## src/rtl/shift_right_seq_pkg.sv

```systemverilog
// Shared definitions for the sequential right shifter: FSM state encoding
// and the default datapath/shift-amount widths.
package shift_right_seq_pkg;

    localparam int DEFAULT_WIDTH = 16;
    localparam int DEFAULT_SHW   = 4;

    typedef enum logic [1:0] {
        ST_IDLE  = 2'd0,
        ST_SHIFT = 2'd1,
        ST_DONE  = 2'd2
    } state_t;

endpackage

```

## src/rtl/shift_right_seq_if.sv

```systemverilog
// Request/response bundle of the sequential right shifter; the master issues
// operands, the slave (the shifter) returns ready/done/result.
interface shift_right_seq_if #(
    parameter int WIDTH = 16,
    parameter int SHW   = 4
);
    logic             start;
    logic [WIDTH-1:0] data_in;
    logic [SHW-1:0]   shamt;
    logic             arith;
    logic             ready;
    logic             done;
    logic [WIDTH-1:0] data_out;

    modport master (
        output start, data_in, shamt, arith,
        input  ready, done, data_out
    );

    modport slave (
        input  start, data_in, shamt, arith,
        output ready, done, data_out
    );
endinterface

```

## src/rtl/shift_right_seq_rshift1_stage.sv

```systemverilog
// Combinational one-bit right shift; the caller chooses the bit shifted in
// at the MSB, which is how logical and arithmetic shifts share this stage.
module rshift1_stage #(
    parameter int WIDTH = 16
) (
    input  logic [WIDTH-1:0] din,
    input  logic             fill,
    output logic [WIDTH-1:0] dout
);

    assign dout = {fill, din[WIDTH-1:1]};

endmodule

```

## src/rtl/shift_right_seq.sv

```systemverilog
// Multi-cycle right shifter: one bit per clock, shamt cycles plus one DONE
// cycle, with all outputs registered.
module shift_right_seq
    import shift_right_seq_pkg::*;
#(
    parameter int WIDTH = DEFAULT_WIDTH,
    parameter int SHW   = DEFAULT_SHW
) (
    input  logic            clk,
    input  logic            rst_n,
    shift_right_seq_if.slave bus
);

    state_t           state;
    logic [WIDTH-1:0] work;
    logic [WIDTH-1:0] work_next;
    logic [SHW-1:0]   count;
    logic             arith_q;
    logic             ready_q;
    logic             done_q;
    logic [WIDTH-1:0] data_out_q;
    logic             fill;

    // Operand mode is latched at accept, so later changes on arith cannot
    // alter an operation already in flight.
    assign fill = arith_q & work[WIDTH-1];

    rshift1_stage #(
        .WIDTH (WIDTH)
    ) u_stage (
        .din  (work),
        .fill (fill),
        .dout (work_next)
    );

    always_ff @(posedge clk or negedge rst_n) begin
        if (!rst_n) begin
            state      <= ST_IDLE;
            work       <= '0;
            count      <= '0;
            arith_q    <= 1'b0;
            ready_q    <= 1'b1;
            done_q     <= 1'b0;
            data_out_q <= '0;
        end else begin
            done_q <= 1'b0;
            case (state)
                ST_IDLE: begin
                    if (bus.start) begin
                        work    <= bus.data_in;
                        count   <= bus.shamt;
                        arith_q <= bus.arith;
                        ready_q <= 1'b0;
                        state   <= (bus.shamt != '0) ? ST_SHIFT : ST_DONE;
                    end
                end
                ST_SHIFT: begin
                    work <= work_next;
                    if (count != '0) begin
                        count <= count - SHW'(1);
                    end
                    if (count == SHW'(1)) begin
                        state <= ST_DONE;
                    end
                end
                ST_DONE: begin
                    done_q     <= 1'b1;
                    data_out_q <= work;
                    ready_q    <= 1'b1;
                    state      <= ST_IDLE;
                end
                default: begin
                    ready_q <= 1'b1;
                    state   <= ST_IDLE;
                end
            endcase
        end
    end

    assign bus.ready    = ready_q;
    assign bus.done     = done_q;
    assign bus.data_out = data_out_q;

endmodule

```

## src/flat_wrapper.sv

```systemverilog
// flat-port wrapper written by rule: the top's interface ports become plain ports
module shift_right_seq_flat import shift_right_seq_pkg::*;
#(
    parameter int WIDTH = DEFAULT_WIDTH,
    parameter int SHW   = DEFAULT_SHW
)
  (clk, rst_n, bus_start, bus_data_in, bus_shamt, bus_arith, bus_ready, bus_done, bus_data_out);
  shift_right_seq_if #(.WIDTH(WIDTH), .SHW(SHW)) bus_i ();
  input  logic clk;
  input  logic rst_n;
  input wire logic [$bits(bus_i.start)-1:0] bus_start;
  input wire logic [$bits(bus_i.data_in)-1:0] bus_data_in;
  input wire logic [$bits(bus_i.shamt)-1:0] bus_shamt;
  input wire logic [$bits(bus_i.arith)-1:0] bus_arith;
  output wire logic [$bits(bus_i.ready)-1:0] bus_ready;
  output wire logic [$bits(bus_i.done)-1:0] bus_done;
  output wire logic [$bits(bus_i.data_out)-1:0] bus_data_out;
  assign bus_i.start = bus_start;
  assign bus_i.data_in = bus_data_in;
  assign bus_i.shamt = bus_shamt;
  assign bus_i.arith = bus_arith;
  assign bus_ready = bus_i.ready;
  assign bus_done = bus_i.done;
  assign bus_data_out = bus_i.data_out;
  shift_right_seq #(.WIDTH(WIDTH), .SHW(SHW)) u_core (.clk(clk), .rst_n(rst_n), .bus(bus_i));
endmodule
```

## config.mk

```make
export PLATFORM = sky130hd
export DESIGN_NAME = shift_right_seq_flat
export DESIGN_NICKNAME = d
export VERILOG_FILES = /design/src/rtl/shift_right_seq_pkg.sv /design/src/rtl/shift_right_seq_if.sv /design/src/rtl/shift_right_seq_rshift1_stage.sv /design/src/rtl/shift_right_seq.sv /design/src/flat_wrapper.sv
export SDC_FILE = /design/constraint.sdc
export NUM_CORES = 1
export LEC_CHECK = 0
export CAP_MARGIN = 5
export CELL_PAD_IN_SITES_DETAIL_PLACEMENT = 2
export CELL_PAD_IN_SITES_GLOBAL_PLACEMENT = 2
export CORE_UTILIZATION = 34
export DETAILED_ROUTE_END_ITERATION = 8
export GPL_ROUTABILITY_DRIVEN = 0
export PLACE_DENSITY_LB_ADDON = 0.15
export SYNTH_ARGS = -nofsm -noshare
export SYNTH_HDL_FRONTEND = slang
export SYNTH_SLANG_ARGS = --single-unit
```

## constraint.sdc

```tcl
create_clock -name clk -period 2.5 [get_ports clk]
set_input_delay 0.5 -clock clk [delete_from_list [all_inputs] [get_ports clk]]
set_output_delay 0.5 -clock clk [all_outputs]
set_load 0.005 [all_outputs]
```

Word level (Yosys, flattened, before mapping)
Cells that the tools add are included.

Output and inout port bits: 18. Bits in registers: 41. Word-level logic and storage cells: 37. Bits of input ports: 24.

Reduce and logical (&&, ||, !) cells: 9. Add/subtract/negate cells: 1. Equality and inequality tests: 6. Bitwise logic cells: 2. Muxes and demuxes: 12.

Operators with widths (number): case mux 16 bit (2 select lines) (1); 2-to-1 mux 16 bit (1); 2-to-1 mux 4 bit (2); case mux 4 bit (2 select lines) (1); AND reduction 2 bit (4); nonzero test 4 bit (2); 2-to-1 mux 2 bit (3); == test 4 x 1 -> 1 bit (second input constant) (1); != test 2 x 1 -> 1 bit (second input constant) (2); case mux 2 bit (2 select lines) (1); subtractor 4 x 1 -> 4 bit (second input constant) (1); AND reduction 3 bit (1); == test 2 x 1 -> 1 bit (second input constant) (1); == test 2 bit (second input constant) (1); zero test 2 bit (1); 2-to-1 mux 1 bit (2); != test 2 bit (second input constant) (1); case mux 1 bit (2 select lines) (1); nonzero test 2 bit (1); AND 1 bit (1); NOT 1 bit (1).

Logic depth before layout (Yosys ltp)
Gate-level depths: netlist of the first run.

Depth in word-level cells: 4. Depth in mapped cells: 5. Depth with buffers taken out: 5.

Cells and area by module
A second synthesis of the first run with hierarchy kept.

Cells, all modules: 167. Area total of the unflattened synthesis: 1954.4 um^2.

Modules (own cells, without submodules): shift_right_seq (cells each 151, area each 1834.3 um^2, times used 1, seq. area each 1027.2 um^2); rshift1_stage (cells each 16, area each 120.1 um^2, times used 1, seq. area each 0.0 um^2).

Least setup slack after synthesis of the first run
OpenSTA, ideal clock, no wires.

Path type: reg2reg. From: register u_core.count[0]. To: register u_core.count[0]. Data required time: 2420 ps. Path buffers: 0. Setup time: 80 ps. Clock period less this slack: 1478 ps. Path slack: 1022 ps. Cell stages (with the launch flop): 6. Data arrival time: 1398 ps. Path through: dfrtp_1 > inv_1 > ha_1 > and4bb_1 > or4b_4 > o211ai_2.

Longest elaborated chain between the ends: 3. Elaborated cells between the ends (all ways): 6. Those cells by class: add/sub (1); eq/ne (1); mux (2); reduce/logical (2).

RTL lines: start, declared (RTL line shift_right_seq.sv:17) `logic [SHW-1:0] count;`; start signal, assigned (RTL line shift_right_seq.sv:51) `count <= bus.shamt;`; start signal, assigned (RTL line shift_right_seq.sv:60) `count <= count - SHW'(1);`; subtractor 4 x 1 -> 4 bit / nonzero test 4 bit (equally long branches) (RTL line shift_right_seq.sv:60, shift_right_seq.sv:59); 2-to-1 mux 4 bit / != test 2 x 1 -> 1 bit (equally long branches); case mux 4 bit (2 select lines) / AND reduction 3 bit (equally long branches).

Parallel ways exist; a longest one is shown, timed or not. The select of a mux whose other input is x is not followed. A chain may end at the register's enable or synchronous reset.

Final worst setup path of the first run
From: input bus_start. To: register u_core.count[2].

Longest elaborated chain between the ends: 2.

RTL lines: start, declared (RTL line flat_wrapper.sv:11) `input wire logic [$bits(bus_i.start)-1:0] bus_start;`; != test 2 bit (no line); AND reduction 3 bit (no line).

No other way between the ends.

==> impl_metrics.json, run 1 <==
{
  "outcome": "finished, final reports clean",
  "syn_to_final_growth_pct": 29.1,
  "grt_util_all_layers_pct": 18.5,
  "period_minus_slack_ps": 1830,
  "cts.sinks": 41,
  "drv_cap": 0,
  "wl_per_cell_microns": 17.2,
  "hold_violations": 0,
  "clkPwrFrac_pct": 15.2,
  "r2r-start": "u_core.state[0]",
  "nets": 239,
  "crit_type": "primary input to flop",
  "yosysMostFrequentCell": "dfrtp_1",
  "num_rows": 26,
  "pin_count": 42,
  "fp.dieW_microns": 76.4,
  "drt_first_iter_violations": 43,
  "slew_headroom_pct": 57.5,
  "die_area_sq_mm": 0.00583,
  "cts_buffers": 5,
  "synth_nets": 197,
  "initial_utilization_pct": 36.1,
  "first_global_vias": 1670,
  "fin_crit_sh_pct": 73.2,
  "routed.top_layer": "met4",
  "fmaxAchievable_mhz": 546,
  "antenna_found_initial": 0,
  "ys_warn_count": 0,
  "critPathLaunchType": "primary input",
  "synth_edf_count": 0,
  "async_flop_share_pct": 100,
  "combPwrFrac_pct": 41.7,
  "syn-cell-area_sq_mm": 0.00188,
  "dr.pass1.iters": 3,
  "power_density_mw_per_mm2": 1160,
  "cts_tree": "built",
  "postCtsSetupRepairBufs": 0,
  "dp.final_hpwl_microns": 3560,
  "ant_nets": 0,
  "grt-ovfl-total": 0,
  "min_path_type": "primary input to asynchronous set/reset pin",
  "p_sw_uw": 1010,
  "setup_viol_count_final": 0,
  "seqPwrFrac_pct": 43.0,
  "setup-tns-final_ps": 0,
  "end_kind": "flop",
  "rsz0062_at_grt": "false",
  "wl_met1_microns": 2020,
  "diodes": 0,
  "cts_root_buf": "clkbuf_8",
  "avgSynthCellArea_sq_um": 11.0,
  "dr_wl_met2_microns": 2580,
  "synth_area_leader_cell": "dfrtp_1",
  "slew_viol_final": 0,
  "route.met3.wl_microns": 175,
  "die_y_microns": 76.4,
  "cts_resized": 0,
  "power.leakage_uw": 0.00106,
  "synth_flop_cell": "dfrtp_1",
  "core_sq_mm": 0.00520,
  "routed_wl_microns": 4880,
  "grt_max_degree": 33,
  "p_sw_share_pct": 35.9,
  "peakVddDrop_v": 0.000407,
  "internal-power_uw": 1800,
  "power.total_uw": 2810,
  "syn-instance-count": 171,
  "cp.arrival_ps": 2060,
  "ctsHoldBuffers": 0,
  "tightest_slew_ps": 638,
  "cp_max_fo": 18,
  "finalClockSkew_ps": 8.01,
  "fillerInstances": 561,
  "portBuffers": 41,
  "via_per_inst": 5.10,
  "clk_latency_ps": 300,
  "ys_top_cells_by_area": "dfrtp_1 53%, mux2_2 9.0%, nand2_1 6.6%",
  "netlist.area_leader.share_pct": 53.2,
  "clk_pin_slew_ps": 80,
  "ys_top_cells_by_count": "40 x dfrtp_1, 33 x nand2_1, 18 x nor2_1, 15 x mux2_2, 14 x a31oi_1",
  "clk_path_buf_depth": 2,
  "crit_required_ps": 2730,
  "synth-seq-cells": 41,
  "route.vias.total": 1447,
  "critPathLaunch": "bus_start",
  "grt_first_pass_wirelength_microns": 8340,
  "synth_cell_types": 39,
  "drive_above_1_share_pct": 15.9,
  "htree_num_levels": 2,
  "drc": 0,
  "yosysSeqAreaShare_pct": 54.6
}
==> stage by stage <==
stage	utilization (%)	area (sq um)	hold slack [ps]	worst slack [ps]	instances
after global routing	46.6	2430	198	570	284
after floorplan	-	1880	204	1020	171
final	46.6	2430	165	670	284
after detailed placement	45.0	2340	486	326	276
after global placement	45.0	2340	464	431	276
after CTS	46.6	2430	182	639	284
==> routing by layer <==
metal	vias up	global-route usage [%]
li1	678	-
met2	37	33.7
met4	0	7.69
met3	11	3.71
met5	-	0
met1	721	20.9
==> sequential cells by signal, summed over array words and instances (netlist names) <==
signal               flops
u_core.work             16
u_core.arith_q           1
u_core.bus.done          1
u_core.count             4
u_core.bus.data_out     16
u_core.bus.ready         1
u_core.state             2
==> path summary, 6_finish.rpt <==
path / end / cells after the start / slack, ps
setup / recovery: u_core.count[2] / 4 / 670
hold / removal: u_core.state[1] / 1 / 170
setup reg to reg: u_core.count[2] / 3 / 670
hold reg to reg: u_core.bus.ready / 2 / 490
max in group asynchronous: u_core.work[7] / 2 / 1660
min in group clk: u_core.bus.ready / 2 / 490
==> critical path: stages <==
cell and delay [ps]:
clkdlybuf4s50_1 490, or3b_1 640, a2bb2oi_2 240, o221a_1 190
==> kinds of logic after synthesis <==
logic type      count (synthesis)  share of synthesized area [%]
compound gates                 30                           11.7
fa+ha+maj                       2                           1.33
buf+inv                        14                           4.59
flops                          41                           54.6
mux                            16                           9.51
simple gates                   68                           18.2
==> layout by cell type (no fill, tap or decap), drive strengths merged, types with 4 or more instances in the layout <==
cell and instances:
a31oi 14, dfrtp 40, clkdlybuf4s50 40, inv 4, buf 5, nand2 33
mux2 15, nor2 18, clkbuf 6
==> layout make-up <==
class / count / area [sq um] / share of cell area (%)
timing repair buffer: 45 / 448 / 18.5
clock inverter: 2 / 10.0 / 0.412
sequential: 41 / 1030 / 42.3
clock buffer: 6 / 72.6 / 2.99
tap: 70 / 87.6 / 3.61
inverter: 4 / 15.0 / 0.619
multi-input combinational: 116 / 767 / 31.6
==> power groups by stage <==
stage / Sequential, uW / Clock (uW) / Combinational (uW)
2_1_floorplan: 1140 / 0 / 771
3_3_place_gp: 1200 / 0 / 1120
3_5_place_dp: 1230 / 0 / 1190
4_1_cts: 1220 / 440 / 1200
5_1_grt: 1250 / 468 / 1310
6_report: 1210 / 428 / 1170
(Power assumes the default switching activity.)
==> run 2: changes to the inputs <==
CORE_UTILIZATION = 31   (was 34)
clock period = 1.9 ns   (was 2.5 ns; I/O delays follow)
==> run 2 against run 1 <==
Hold slack got worse by 130 ps. Non-clock buffer count is 8 higher. Register-to-register slack got worse by 380 ps. Global-route usage fell by 0.99 points. Power rose by 41%. Routed wire length rose by 0.98%. Critical path depth shrank 3. Cell count rose by 4.6%. Flip-flop and latch count unchanged. Clock skew fell by 4.1 ps. Utilization decreased by 3.4 points. Sequential share of layout area down 1.9 points. Highest routed layer unchanged.
==> impl_metrics.json, run 2 (synthesized netlist as in run 1, its figures left out) <==
{
  "peakVddDrop_v": 0.000513,
  "route.vias.total": 1480,
  "clkPwrFrac_pct": 18.6,
  "grt_first_pass_wirelength_microns": 8470,
  "clk_pin_slew_ps": 80,
  "setup_viol_count_final": 0,
  "wl_per_cell_microns": 16.6,
  "cts_resized": 0,
  "first_global_vias": 1749,
  "die_y_microns": 79.9,
  "routed_wl_microns": 4920,
  "dp.final_hpwl_microns": 3750,
  "diodes": 0,
  "fillerInstances": 638,
  "crit_type": "flop to primary output",
  "cp.arrival_ps": 1330,
  "portBuffers": 41,
  "pin_count": 42,
  "max_stage_delay_ps": 540,
  "internal-power_uw": 2620,
  "path_delay_family": "flip-flops",
  "fmaxAchievable_mhz": 586,
  "initial_utilization_pct": 32.0,
  "min_path_type": "primary input to asynchronous set/reset pin",
  "num_rows": 28,
  "outcome": "finished, final reports clean",
  "core_sq_mm": 0.00589,
  "cts_tree": "built",
  "htree_num_levels": 2,
  "antenna_found_initial": 0,
  "clk_latency_ps": 290,
  "ctsHoldBuffers": 0,
  "combPwrFrac_pct": 41.8,
  "ff2ff_path_depth": 5,
  "fp.dieW_microns": 79.9,
  "power.leakage_uw": 0.00111,
  "grt-ovfl-total": 0,
  "via_per_inst": 4.98,
  "cts_root_buf": "clkbuf_8",
  "cp_max_fo": 2,
  "crit_cells": 1,
  "hold_violations": 0,
  "clk_path_buf_depth": 2,
  "critPathLaunchType": "flop",
  "grt_util_all_layers_pct": 17.5,
  "period_minus_slack_ps": 1710,
  "crit_buf_inv": 1,
  "p_sw_share_pct": 34.2,
  "drv_cap": 0,
  "cts_buffers": 5,
  "finalClockSkew_ps": 3.90,
  "drive_above_1_share_pct": 19.4,
  "ant_nets": 0,
  "cts.sinks": 41,
  "setup-tns-final_ps": 0,
  "seqPwrFrac_pct": 39.7,
  "p_sw_uw": 1360,
  "end_kind": "primary output",
  "crit_required_ps": 1520,
  "postCtsSetupRepairBufs": 0,
  "drt_first_iter_violations": 35,
  "most-common-layout-cells": "40 x clkdlybuf4s50_1, 40 x dfrtp_1, 33 x nand2_1, 18 x nor2_1, 15 x mux2_2",
  "nets": 247,
  "final-instance-count-excl-fill": 297,
  "grt_max_degree": 29,
  "power_density_mw_per_mm2": 1560,
  "dr.pass1.iters": 2,
  "die_area_sq_mm": 0.00638,
  "slew_headroom_pct": 67.9,
  "tightest_slew_ps": 482,
  "syn_to_final_growth_pct": 35.3,
  "dp_cells": 289,
  "fin_crit_sh_pct": 89.8,
  "critPathSlowestCell": "dfstp_2",
  "cp_cell_sequence": "clkdlybuf4s50_1",
  "slew_viol_final": 0,
  "drc": 0,
  "rsz0062_at_grt": "false"
}
==> run 2: power groups by stage <==
stage	registers [uW]	logic (uW)	clock network (uW)
global placement	1570	1580	0
CTS	1590	1700	762
finish	1580	1660	739
detailed placement	1600	1690	0
global route	1640	1840	800
floorplan	1500	1010	0
==> run 2: per-stage QoR <==
stage / area, sq um / utilization (%) / hold WS [ps] / worst slack [ps] / total power [uW]
2_1_floorplan: 1880 / - / 84.4 / 422 / 2520
3_3_place_gp: 2420 / 41.2 / 366 / 78.6 / 3150
3_5_place_dp: 2420 / 41.2 / 368 / 7.41 / 3290
4_1_cts: 2540 / 43.2 / 52.8 / 181 / 4050
5_1_grt: 2540 / 43.2 / 58.0 / 174 / 4290
6_report: 2540 / 43.2 / 38.5 / 194 / 3980
==> run 2: final cells by class <==
| cell class | count | area, sq um | share of cell area, % |
|---|---|---|---|
| Tap cell | 75 | 93.8 | 3.69 |
| Clock buffer | 6 | 82.6 | 3.25 |
| Timing Repair Buffer | 53 | 520 | 20.5 |
| Sequential cell | 41 | 1030 | 40.4 |
| Clock inverter | 2 | 37.5 | 1.48 |
| Inverter | 4 | 15.0 | 0.590 |
| Multi-Input combinational cell | 116 | 767 | 30.2 |
==> run 2: metal layers <==
| metal | track usage, % | vias to the layer above | share of wire [%] |
|---|---|---|---|
| li1 | - | 694 | - |
| met1 | 20.4 | 740 | 42 |
| met2 | 30.9 | 38 | 53 |
| met3 | 3.43 | 8 | 3.8 |
| met4 | 7.86 | 0 | 1.6 |
| met5 | 0 | - | 0 |
==> run 2: final timing paths <==
kind | from | endpoint | slack, ps
min in group clk | u_core.bus.data_out[15] | u_core.bus.data_out[15] | 490
min reg2reg | u_core.bus.data_out[15] | u_core.bus.data_out[15] | 490
min | rst_n | u_core.count[0] | 40
max in group asynchronous | rst_n | u_core.bus.data_out[8] | 1380
max reg2reg | u_core.count[0] | u_core.count[0] | 290
max | u_core.bus.ready | bus_ready | 190
